--- config.mk ---
export PLATFORM = sky130hd
export DESIGN_NAME = intr_coalescer_flat
export DESIGN_NICKNAME = d
export VERILOG_FILES = /design/src/rtl/intr_coalescer_if.sv /design/src/rtl/intr_coalescer.sv /design/src/flat_wrapper.sv
export SDC_FILE = /design/constraint.sdc
export NUM_CORES = 1
export LEC_CHECK = 0
export CAP_MARGIN = 20
export CORE_ASPECT_RATIO = 1.75
export CORE_MARGIN = 8
export CORE_UTILIZATION = 35
export DETAILED_ROUTE_END_ITERATION = 8
export PLACE_DENSITY_LB_ADDON = 0.15
export SKIP_CTS_REPAIR_TIMING = 1
export SLEW_MARGIN = 20
export SYNTH_ARGS = -nofsm -noshare
export SYNTH_HDL_FRONTEND = slang
export SYNTH_SLANG_ARGS = --single-unit
export TNS_END_PERCENT = 30
--- constraint.sdc ---
create_clock -name clk -period 4.15 [get_ports clk]
set_clock_uncertainty 0.2 [all_clocks]
set_input_delay 0.415 -clock clk [delete_from_list [all_inputs] [get_ports clk]]
set_output_delay 0.415 -clock clk [all_outputs]
set_load 0.03 [all_outputs]
--- src/rtl/intr_coalescer_if.sv ---
// Interrupt coalescer signal bundle: completion/timer inputs, configuration and the host interrupt handshake.
interface intr_coalescer_if #(
  parameter int CNT_W = 16,
  parameter int AGE_W = 8
) ();
  logic             enable;
  logic             event_valid;
  logic             tick;
  logic [CNT_W-1:0] count_thresh;
  logic [AGE_W-1:0] tick_thresh;
  logic [AGE_W-1:0] holdoff_ticks;
  logic             irq;
  logic             irq_ack;
  logic [CNT_W-1:0] irq_cnt;
  logic [CNT_W-1:0] pending_cnt;

  modport master (
    output enable, event_valid, tick, count_thresh, tick_thresh, holdoff_ticks, irq_ack,
    input  irq, irq_cnt, pending_cnt
  );

  modport slave (
    input  enable, event_valid, tick, count_thresh, tick_thresh, holdoff_ticks, irq_ack,
    output irq, irq_cnt, pending_cnt
  );
endinterface

--- src/rtl/intr_coalescer.sv ---
// Interrupt moderation: raises one level irq per batch of completions (count or age trigger),
// then enforces a tick-based holdoff after each acknowledge.
module intr_coalescer #(
  parameter int CNT_W = 16,
  parameter int AGE_W = 8
) (
  input  logic           clk,
  input  logic           rst,
  intr_coalescer_if.slave bus
);

  localparam logic [1:0] IDLE = 2'd0;
  localparam logic [1:0] PEND = 2'd1;
  localparam logic [1:0] IRQ  = 2'd2;
  localparam logic [1:0] HOLD = 2'd3;

  localparam logic [CNT_W-1:0] CNT_ONE = {{(CNT_W-1){1'b0}}, 1'b1};
  localparam logic [AGE_W-1:0] AGE_ONE = {{(AGE_W-1){1'b0}}, 1'b1};

  function automatic logic [CNT_W-1:0] cnt_sat_inc(input logic [CNT_W-1:0] v, input logic inc);
    if (inc && (v != {CNT_W{1'b1}}))
      return v + CNT_ONE;
    return v;
  endfunction

  function automatic logic [AGE_W-1:0] age_sat_inc(input logic [AGE_W-1:0] v, input logic inc);
    if (inc && (v != {AGE_W{1'b1}}))
      return v + AGE_ONE;
    return v;
  endfunction

  logic [1:0]       state, state_d;
  logic             irq, irq_d;
  logic [CNT_W-1:0] irq_cnt, irq_cnt_d;
  logic [CNT_W-1:0] pending_cnt, pending_d;
  logic [AGE_W-1:0] age, age_d;
  logic [AGE_W-1:0] hold_age, hold_age_d;

  logic [CNT_W-1:0] pend_inc;
  logic [AGE_W-1:0] age_inc;
  logic [AGE_W-1:0] hold_inc;
  logic [CNT_W-1:0] eff_thresh;
  logic             cnt_hit;
  logic             time_hit;

  // "Next" values: a same-cycle event and tick both count toward the fire decision
  assign pend_inc   = cnt_sat_inc(pending_cnt, bus.event_valid);
  assign age_inc    = age_sat_inc(age, bus.tick);
  assign hold_inc   = age_sat_inc(hold_age, bus.tick);
  assign eff_thresh = (bus.count_thresh == '0) ? CNT_ONE : bus.count_thresh;
  assign cnt_hit    = (pend_inc >= eff_thresh);
  assign time_hit   = (bus.tick_thresh != '0) && (age_inc >= bus.tick_thresh);

  always_comb begin
    state_d    = state;
    irq_d      = irq;
    irq_cnt_d  = irq_cnt;
    pending_d  = pending_cnt;
    age_d      = age;
    hold_age_d = hold_age;
    case (state)
      IDLE: begin
        // Ticks while idle do not start the age clock; only the first event does
        if (bus.event_valid) begin
          age_d = '0;
          if (bus.enable && cnt_hit) begin
            irq_d     = 1'b1;
            irq_cnt_d = pend_inc;
            pending_d = '0;
            state_d   = IRQ;
          end else begin
            pending_d = pend_inc;
            state_d   = PEND;
          end
        end
      end
      PEND: begin
        pending_d = pend_inc;
        age_d     = age_inc;
        if (bus.enable && (cnt_hit || time_hit)) begin
          irq_d     = 1'b1;
          irq_cnt_d = pend_inc;
          pending_d = '0;
          state_d   = IRQ;
        end
      end
      IRQ: begin
        pending_d = pend_inc;
        if (bus.irq_ack) begin
          irq_d = 1'b0;
          if (bus.holdoff_ticks == '0) begin
            age_d   = '0;
            state_d = (pend_inc != '0) ? PEND : IDLE;
          end else begin
            hold_age_d = '0;
            state_d    = HOLD;
          end
        end
      end
      HOLD: begin
        pending_d  = pend_inc;
        hold_age_d = hold_inc;
        if (hold_inc >= bus.holdoff_ticks) begin
          age_d   = '0;
          state_d = (pend_inc != '0) ? PEND : IDLE;
        end
      end
      default: state_d = IDLE;
    endcase
  end

  always_ff @(posedge clk) begin
    if (rst) begin
      state       <= IDLE;
      irq         <= 1'b0;
      irq_cnt     <= '0;
      pending_cnt <= '0;
      age         <= '0;
      hold_age    <= '0;
    end else begin
      state       <= state_d;
      irq         <= irq_d;
      irq_cnt     <= irq_cnt_d;
      pending_cnt <= pending_d;
      age         <= age_d;
      hold_age    <= hold_age_d;
    end
  end

  assign bus.irq         = irq;
  assign bus.irq_cnt     = irq_cnt;
  assign bus.pending_cnt = pending_cnt;

endmodule

--- src/flat_wrapper.sv ---
// flat-port wrapper written by rule: the top's interface ports become plain ports
module intr_coalescer_flat 
#(
  parameter int CNT_W = 16,
  parameter int AGE_W = 8
)
  (clk, rst, bus_enable, bus_event_valid, bus_tick, bus_count_thresh, bus_tick_thresh, bus_holdoff_ticks, bus_irq_ack, bus_irq, bus_irq_cnt, bus_pending_cnt);
  intr_coalescer_if #(.CNT_W(CNT_W), .AGE_W(AGE_W)) bus_i ();
  input  logic clk;
  input  logic rst;
  input wire logic [$bits(bus_i.enable)-1:0] bus_enable;
  input wire logic [$bits(bus_i.event_valid)-1:0] bus_event_valid;
  input wire logic [$bits(bus_i.tick)-1:0] bus_tick;
  input wire logic [$bits(bus_i.count_thresh)-1:0] bus_count_thresh;
  input wire logic [$bits(bus_i.tick_thresh)-1:0] bus_tick_thresh;
  input wire logic [$bits(bus_i.holdoff_ticks)-1:0] bus_holdoff_ticks;
  input wire logic [$bits(bus_i.irq_ack)-1:0] bus_irq_ack;
  output wire logic [$bits(bus_i.irq)-1:0] bus_irq;
  output wire logic [$bits(bus_i.irq_cnt)-1:0] bus_irq_cnt;
  output wire logic [$bits(bus_i.pending_cnt)-1:0] bus_pending_cnt;
  assign bus_i.enable = bus_enable;
  assign bus_i.event_valid = bus_event_valid;
  assign bus_i.tick = bus_tick;
  assign bus_i.count_thresh = bus_count_thresh;
  assign bus_i.tick_thresh = bus_tick_thresh;
  assign bus_i.holdoff_ticks = bus_holdoff_ticks;
  assign bus_i.irq_ack = bus_irq_ack;
  assign bus_irq = bus_i.irq;
  assign bus_irq_cnt = bus_i.irq_cnt;
  assign bus_pending_cnt = bus_i.pending_cnt;
  intr_coalescer #(.CNT_W(CNT_W), .AGE_W(AGE_W)) u_core (.clk(clk), .rst(rst), .bus(bus_i));
endmodule
==> results.yml, run 1 <==
worst_setup_path:
  slowest_delay_ns: 0.47
  crit_chain: "ha_2 > nand4_1 > or4_4 > nand2_1 > mux2_2 > ha_1 > a2111o_1 > o2111ai_2 > nand4b_2 > o311a_1 > buf_4 > a21oi_1 > a211oi_1"
  cp.arrival_ns: 3.92
  worst-r2r-cell-count: 13
  worstSetupPathDepth: 13
  cp-start-kind: "flip-flop"
  ff2ff_setup_slack_ns: 0.17
  r2r_end: "u_core.bus.irq_cnt[9]$_SDFFE_PP0P_"
  crit_buf_inv: 1
  critical-path-top-delay-family: "compound AO/OA/AOI/OAI gates"
  cp-end-kind: "flip-flop"
  cpMaxStageDelayCell: "or4_4"
  path_max_fanout: 7
  critical_path_class: "flip-flop to flip-flop"
  required_ns: 4.09
  timing.rr.start: "u_core.bus.pending_cnt[1]$_SDFFE_PP0N_"
drt:
  drt_iter0_markers: 164
  postRouteAntennaNets: 0
  totalWireLength_um: 11700
  wire_per_inst_um: 17.5
  drt-pass1-iter-count: 4
  drc_errors: 0
  vias: 3602
  post_drt_via_cell_ratio: 5.37
cells_and_area:
  drive_gt1_frac: 0.136
  fillCellCount: 1003
  nets: 616
  register_area_um2: 1020
  area_delta_synth_final_pct: 33.2
  design_area_um2: 4860
  multiInputGateArea_um2: 2350
  diodes: 0
min_path:
  holdPathStages: 2
  min_path_type: "flip-flop to flip-flop"
  hold_start: "u_core.bus.irq_cnt[14]$_SDFFE_PP0P_"
  holdPathEnd: "u_core.bus.irq_cnt[14]$_SDFFE_PP0P_"
die:
  fp.dieW_um: 93.2
  initial_core_util: 0.357
  die_h_um: 151
  core.rowCount: 49
  dieArea_um2: 14100
  core_um2: 10200
  boundaryPins: 71
sta:
  slew_headroom: 0.459
  final_max_slew_viol_count: 0
  grt_setup_unrepaired: "no"
  setup_viol: 0
  hold_violations: 0
  period_needed_ns: 3.98
  tightest_slew_ns: 0.806
  clock.fmax_mhz: 251
  timing.final.crit_share: 0.959
  fin_setup_tns_ns: 0
synthesis:
  syn_area_um2: 3650
  avgSynthCellArea_um2: 8.17
  syn_inst: 447
  ys_ff_latch: 51
  syn_nets: 520
  postSynth.asyncResetShare: 0
  synth_top_area_share: 0.280
  synth_area_leaders: "dfxtp_1, ha_1, a21oi_1"
  yosys_warnings: 0
  synth_edf_count: 0
  synth_ff_type: "dfxtp_1"
  ys_seq_area_frac: 0.280
  yosys.area.top_type: "dfxtp_1"
  ys_types: 62
place:
  numPortBuffers: 70
  place_congestion: 0.885
  placed_area_um2: 4690
  dp_hpwl_um: 9700
clock_network:
  h-tree-depth: 2
  worstSkewPairLatency_ns: 0.28
  cts_sinks: 51
  cts_buffers: 5
  cts_tree: "yes"
  cts_root_buffer: "clkbuf_16"
  clockBufferDepth: 2
  cts.clk_slew.worst_paths_ns: 0.07
global_routing:
  grt_overflow: 0
  grt_pass1_wl_um: 19000
  antenna_found_initial: 0
  grt_use_total: 0.169
  grt_pass1_vias: 3761
  grt_start_max_net_pins: 29
power:
  worst_ir_drop_vdd_uv: 188
  p_leak_nw: 2.05
  p_per_area_nw_per_um2: 230
run_status:
  status: "finished clean"
run:
  maxCapViolations: 0
## cell type report
| cell class | instances | share of cell area |
|---|---|---|
| multi-input combinational | 334 | 0.484 |
| inverter | 42 | 0.0324 |
| tap | 127 | 0.0327 |
| clock inverter | 2 | 0.00720 |
| sequential | 51 | 0.210 |
| clock buffer | 6 | 0.0285 |
| timing repair buffer | 109 | 0.206 |
## registers in the layout, summed over array words and instances, names as in the netlist
register,count
u_core.bus.irq,1
u_core.state,2
u_core.age,8
u_core.bus.pending_cnt,16
u_core.bus.irq_cnt,16
u_core.hold_age,8
## layer usage
layer / share of wire / global-route usage
met1: 0.39 / 0.181
met2: 0.54 / 0.318
met3: 0.039 / 0.0278
met4: 0.032 / 0.0657
met5: 0 / 0
## cells by family after synthesis
kind of cell    after synthesis  synth area share
simple gates                159             0.244
fa+ha+maj                    35             0.120
compound gates              110             0.202
flops                        51             0.280
buf+inv                      62            0.0788
mux                           6            0.0178
xor+xnor                     24            0.0576
## power breakdown
group          internal [W]  total [W]  switching (W)
logic             0.0000699   0.000144      0.0000744
clock network      0.000300   0.000480       0.000180
registers          0.000492   0.000496     0.00000363
## worst max path at each step
stage,start,to
5_1_grt,u_core.bus.pending_cnt[0]$_SDFFE_PP0N_,u_core.bus.irq_cnt[3]$_SDFFE_PP0P_
3_3_place_gp,bus_event_valid,u_core.bus.pending_cnt[14]$_SDFFE_PP0N_
2_1_floorplan,u_core.bus.pending_cnt[0]$_SDFFE_PP0N_,u_core.bus.irq_cnt[11]$_SDFFE_PP0P_
6_report,u_core.bus.pending_cnt[1]$_SDFFE_PP0N_,u_core.bus.irq_cnt[9]$_SDFFE_PP0P_
4_1_cts,u_core.bus.pending_cnt[1]$_SDFFE_PP0N_,u_core.bus.irq_cnt[9]$_SDFFE_PP0P_
3_5_place_dp,bus_event_valid,u_core.bus.irq_cnt[0]$_SDFFE_PP0P_
## synth_stat cells, types with 4 or more instances
cell type / count
dfxtp_1: 51
inv_1: 42
a21oi_1: 41
ha_1: 35
nand2_1: 29
nor2_1: 29
nand3_1: 21
o21ai_0: 20
xnor2_1: 19
nor3_1: 14
nand4_1: 13
a211oi_1: 11
and3_1: 10
nor4_1: 8
a22o_1: 7
clkbuf_1: 7
a22oi_1: 6
nand2b_1: 6
buf_6: 5
xor2_1: 5
buf_2: 4
mux2_2: 4
## per-stage QoR
step / utilization / worst slack [ns] / power, W / hold WS (ns) / cells
floorplan: - / 0.0997 / 0.000579 / 0.278 / 447
global placement: 0.458 / 0.0233 / 0.000650 / 0.270 / 663
detailed placement: 0.458 / -0.00576 / 0.000651 / 0.278 / 663
CTS: 0.475 / 0.0421 / 0.00113 / 0.288 / 671
global route: 0.475 / 0.0127 / 0.00116 / 0.308 / 671
finish: 0.475 / 0.171 / 0.00112 / 0.283 / 671
## worst reg2reg max path: cells and delay by family (launching register included)
kind / cells / cell delay (ns)
simple gates: 4 / 1.00
buf+inv: 1 / 0.19
fa+ha+maj: 2 / 0.58
compound gates: 5 / 1.14
flops: 1 / 0.35
mux: 1 / 0.39
## cell usage in the layout (no fill, tap or decap), drive strengths merged, types with 3 or more instances in the layout
cell type | Yosys | routed
and3 | 10 | 10
buf | 12 | 40
inv | 42 | 42
and4 | 3 | 3
mux2 | 4 | 4
a22oi | 6 | 6
clkbuf | 8 | 6
nand2b | 6 | 6
xor2 | 5 | 5
nor2 | 30 | 30
o21a | 3 | 3
nand3 | 24 | 24
o21ai | 20 | 20
or2 | 3 | 3
a31oi | 5 | 5
nand4 | 14 | 14
clkdlybuf4s50 | 0 | 69
nor2b | 3 | 3
a22o | 8 | 8
xnor2 | 19 | 19
nor4 | 10 | 10
or4 | 3 | 3
a211oi | 11 | 11
ha | 35 | 35
nor3 | 15 | 15
a21oi | 41 | 41
dfxtp | 51 | 51
or3 | 3 | 3
nand2 | 29 | 29
No activity file was read; power rests on OpenSTA's default activity.
==> run 2, diff against run 1 <==
- clock period: 4.15 -> 3.4 ns (I/O delays scaled with it)
==> run 2 against run 1 <==
The run now ends with setup timing left. Worst hold slack worse by 0.0091 ns. Die area unchanged. Cell area up 16%. Clock power up 16%. Power up 23%. Utilization up 7.6 points. First-iteration DRC count up 29%. Final cell count up 10%. Worst setup slack worse by 0.57 ns. Maximum frequency up 4.8%. Sequential cell count unchanged. Critical path type unchanged. Largest cell class unchanged. Highest routed layer unchanged.
==> results.yml, run 2 (synthesis results as in run 1) <==
clock_network:
  cts_buffers: 5
  worstSkewPairLatency_ns: 0.30
  h-tree-depth: 2
  cts_sinks: 51
  cts_tree: "yes"
  clockBufferDepth: 2
  cts_root_buffer: "clkbuf_16"
  cts.clk_slew.worst_paths_ns: 0.07
drt:
  postRouteAntennaNets: 0
  wire_per_inst_um: 17.3
  drt-pass1-iter-count: 5
  post_drt_via_cell_ratio: 5.36
  drc_errors: 0
  vias: 3961
  drt_iter0_markers: 212
  totalWireLength_um: 12800
worst_setup_path:
  worst-r2r-cell-count: 15
  slowest_delay_ns: 0.60
  worstSetupPathDepth: 15
  timing.rr.start: "u_core.bus.pending_cnt[9]$_SDFFE_PP0N_"
  startpoint: "u_core.bus.pending_cnt[9]$_SDFFE_PP0N_"
  critical_path_class: "flip-flop to flip-flop"
  required_ns: 3.38
  cp.arrival_ns: 3.78
  cp-end-kind: "flip-flop"
  cp-start-kind: "flip-flop"
  crit_chain: "nand4_4 > buf_6 > or4_4 > nand2_4 > xor2_2 > ha_1 > nand2b_4 > a2111o_1 > o2111ai_2 > nand4b_4 > o311a_1 > buf_12 > buf_12 > a21oi_2 > a211oi_1"
  crit_end: "u_core.bus.irq_cnt[7]$_SDFFE_PP0P_"
  critical-path-top-delay-family: "simple AND/OR/NAND/NOR gates"
  ff2ff_setup_slack_ns: -0.40
  path_max_fanout: 8
  crit_buf_inv: 3
  r2r_end: "u_core.bus.irq_cnt[7]$_SDFFE_PP0P_"
  cp_common_cell: "buf_12"
  cpMaxStageDelayCell: "or4_4"
power:
  worst_ir_drop_vdd_uv: 253
  p_per_area_nw_per_um2: 245
  p_leak_nw: 2.46
cells_and_area:
  final_util: 0.551
  drive_gt1_frac: 0.307
  nets: 684
  biggestRegsByFlops: "u_core.bus.irq_cnt (16), u_core.bus.pending_cnt (16)"
  register_area_um2: 1060
  diodes: 0
  multiInputGateArea_um2: 2560
  final_cell_mix: "buf_4, clkdlybuf4s50_1, inv_1"
  area_delta_synth_final_pct: 54.4
  final_common_cell: "buf_4"
  fillCellCount: 966
sta:
  setup_ws_ns: -0.398
  hold_ws_ns: 0.274
  tightest_slew_ns: 1.12
  setup_viol: 41
  slew_headroom: 0.250
  grt_setup_unrepaired: "yes"
  period_needed_ns: 3.80
  timing.final.crit_share: 1.12
  final_max_slew_viol_count: 0
  hold_violations: 0
  clock.fmax_mhz: 263
global_routing:
  grt_use_total: 0.182
  grt_pass1_wl_um: 20300
  antenna_found_initial: 0
  grt_start_max_net_pins: 20
  grt_overflow: 0
  grt_pass1_vias: 4166
die:
  dieArea_um2: 14100
  die_h_um: 151
  initial_core_util: 0.357
  boundaryPins: 71
  core_um2: 10200
  core.rowCount: 49
  fp.dieW_um: 93.2
place:
  dp_hpwl_um: 10200
  dp_slack_ns: -0.517
  place_congestion: 0.951
  numPortBuffers: 70
min_path:
  min_path_type: "flip-flop to flip-flop"
  hold_start: "u_core.bus.irq_cnt[8]$_SDFFE_PP0P_"
  holdPathStages: 2
run:
  maxCapViolations: 0
run_status:
  violations: "setup timing"
  status: "finished, violations left"
## run 2: changes by cell type in the layout (fill, tap and decap cells not counted), sizes merged
cell,before,now
bufinv,1,0
clkbuf,6,7
clkdlybuf4s50,69,70
buf,40,107
inv,42,43
clkinv,1,0
## run 2: per-layer routing
metal  GRT usage  up-vias  routed length (um)  share of wire
li1            -     1949                   -              -
met1       0.196     1845                5200           0.41
met2       0.322      130                6410           0.50
met3      0.0313       37                 560          0.044
met4       0.108        0                 621          0.049
met5           0        -                   0              0
## run 2: power by group
group          total [W]  internal [W]  switching (W)
registers       0.000601      0.000596     0.00000488
logic           0.000224      0.000112       0.000111
clock network   0.000555      0.000314       0.000240
total            0.00138       0.00102       0.000356
## run 2: area by class of cell
class,instances,share of cell area
Multi-Input combinational cell,334,0.454
Timing Repair Buffer,177,0.274
Sequential cell,51,0.188
Tap cell,127,0.0282
Inverter,42,0.0280
Clock buffer,7,0.0271
Clock inverter,1,0.00111
## run 2: how the worst min path moves through the flow
stage / end / slack, ns
floorplan: u_core.age[4]$_SDFFE_PP0P_ / 0.28
global placement: u_core.bus.irq_cnt[14]$_SDFFE_PP0P_ / 0.26
detailed placement: u_core.bus.irq_cnt[10]$_SDFFE_PP0P_ / 0.27
CTS: u_core.bus.irq_cnt[10]$_SDFFE_PP0P_ / 0.28
global route: u_core.bus.irq_cnt[6]$_SDFFE_PP0P_ / 0.31
finish: u_core.bus.irq_cnt[8]$_SDFFE_PP0P_ / 0.27
## run 2: stage by stage
stage	setup TNS [ns]	cells	cell area (um^2)	total power (W)
6_report	-11.51	739	5640	0.00138
5_1_grt	-15.51	739	5640	0.00143
4_1_cts	-10.22	735	5440	0.00138
3_5_place_dp	-14.63	727	5280	0.000826
3_3_place_gp	-13.21	727	5280	0.000822
2_1_floorplan	-5.14	447	3770	0.000711
## run 2: worst reg2reg max path, stage by stage (launching register included)
cell and delay, ns:
dfxtp_4 0.37, nand4_4 0.11, buf_6 0.13, or4_4 0.60, nand2_4 0.15, xor2_2 0.17
ha_1 0.25, nand2b_4 0.14, a2111o_1 0.46, o2111ai_2 0.11, nand4b_4 0.15, o311a_1 0.34
buf_12 0.15, buf_12 0.14, a21oi_2 0.13, a211oi_1 0.06
==> run 3, diff against run 2 <==
- CORE_MARGIN: 8 -> 3
- SKIP_LAST_GASP: not set -> 1
==> run 3 against run 2 <==
The flow still finishes with violations (setup timing). Die area shrank 17%. Power increased by 1.8%. Via count shrank 1.1%. Combinational power barely moved. Sequential power about the same. Utilization increased by 1.8 points. Global-route usage up 1.8 points. Critical endpoint is now u_core.bus.pending_cnt[11]$_SDFFE_PP0N_. Largest cell class unchanged. Highest routed layer unchanged.
==> results.yml, run 3 (synthesis results as in run 1) <==
run_status:
  status: "finished, violations left"
  violations: "setup timing"
sta:
  hold_violations: 0
  tightest_slew_ns: 0.947
  clock.fmax_mhz: 273
  grt_setup_unrepaired: "yes"
  setup_ws_ns: -0.264
  period_needed_ns: 3.66
  final_max_slew_viol_count: 0
  setup_viol: 41
  timing.final.crit_share: 1.08
  slew_headroom: 0.366
clock_network:
  cts.clk_slew.worst_paths_ns: 0.07
  cts_buffers: 5
  worstSkewPairLatency_ns: 0.30
  clockBufferDepth: 2
  cts_tree: "yes"
  cts_sinks: 51
  cts_root_buffer: "clkbuf_16"
  h-tree-depth: 2
min_path:
  min_path_type: "flip-flop to flip-flop"
die:
  dieArea_um2: 11700
  core_um2: 10000
  core.rowCount: 48
  fp.dieW_um: 83.2
  die_h_um: 141
  boundaryPins: 71
  initial_core_util: 0.364
power:
  worst_ir_drop_vdd_uv: 274
  p_total_w: 0.00140
  p_leak_nw: 2.44
  p_per_area_nw_per_um2: 246
global_routing:
  grt_pass1_vias: 3753
  antenna_found_initial: 0
  busiest_layer: "met2"
  grt_pass1_wl_um: 18800
  grt_overflow: 0
  grt.met1_usage: 0.229
  use_met2: 0.360
  grt_start_max_net_pins: 19
  grt_use_met3: 0.0281
  grt_use_total: 0.200
cells_and_area:
  fillCellCount: 975
  drive_gt1_frac: 0.327
  nets: 677
  final_util: 0.568
  diodes: 0
  design_area_um2: 5700
  biggestRegsByFlops: "u_core.bus.irq_cnt (16), u_core.bus.pending_cnt (16)"
  area_delta_synth_final_pct: 56.1
  final_cell_mix: "buf_4, clkdlybuf4s50_1, inv_1"
  final_common_cell: "buf_4"
drt:
  wire_per_inst_um: 17.1
  totalWireLength_um: 12500
  post_drt_via_cell_ratio: 5.37
  drt-pass1-iter-count: 4
  vias: 3917
  postRouteAntennaNets: 0
  drt_iter0_markers: 154
  drc_errors: 0
place:
  dp_slack_ns: -0.597
  numPortBuffers: 70
  placed_area_um2: 5180
  dp_hpwl_um: 9810
  place_congestion: 0.962
worst_setup_path:
  path_max_fanout: 6
  cp-end-kind: "flip-flop"
  cp.arrival_ns: 3.68
  ff2ff_setup_slack_ns: -0.26
  cp-start-kind: "flip-flop"
  required_ns: 3.41
  critical_path_class: "flip-flop to flip-flop"
run:
  maxCapViolations: 0
-- run 3: worst paths after layout --
check,depth (start not counted),start,endpoint
worst min-delay path,2,u_core.bus.irq_cnt[12]$_SDFFE_PP0P_,u_core.bus.irq_cnt[12]$_SDFFE_PP0P_
worst max register to register,15,u_core.bus.pending_cnt[10]$_SDFFE_PP0N_,u_core.bus.pending_cnt[11]$_SDFFE_PP0N_
worst max-delay path,15,u_core.bus.pending_cnt[10]$_SDFFE_PP0N_,u_core.bus.pending_cnt[11]$_SDFFE_PP0N_
worst min register to register,2,u_core.bus.irq_cnt[12]$_SDFFE_PP0P_,u_core.bus.irq_cnt[12]$_SDFFE_PP0P_
-- run 3: cell type report --
cell class | instances | area [um^2] | share of cell area
Multi-Input combinational cell | 335 | 2680 | 0.470
Inverter | 42 | 158 | 0.0277
Tap cell | 125 | 156 | 0.0274
Clock buffer | 5 | 125 | 0.0219
Timing Repair Buffer | 169 | 1490 | 0.261
Sequential cell | 51 | 1060 | 0.185
Clock inverter | 3 | 38.8 | 0.00680
-- run 3: routing by layer --
layer / wire, um / up-vias
li1: - / 1935
met1: 5100 / 1860
met2: 6420 / 96
met3: 429 / 26
met4: 516 / 0
met5: 0 / -
-- run 3: critical path: stages, from the launching register on --
cell       delay (ns)
dfxtp_2          0.37
nand4_4          0.11
buf_6            0.13
or4_4            0.56
nand2_4          0.13
xor2_4           0.19
ha_4             0.22
nand2b_4         0.13
a2111o_1         0.41
o2111ai_2        0.10
nand4b_4         0.16
o311ai_4         0.39
buf_6            0.17
nor2_4           0.06
buf_6            0.14
nor3_2           0.11
-- run 3: report_power, final --
group	switching [W]	internal, W	leakage (nW)
Clock	0.000234	0.000344	0.0812
Combinational	0.000112	0.000113	1.94
Sequential	0.00000420	0.000597	0.421
Total	0.000350	0.00105	2.44
-- run 3: per-stage QoR --
step	hold slack (ns)	std cells	setup TNS (ns)
after floorplan	0.278	447	-5.14
after global placement	0.263	714	-15.54
after detailed placement	0.270	714	-18.63
after CTS	0.279	722	-10.06
after global routing	0.278	730	-13.08
final	0.260	730	-7.24
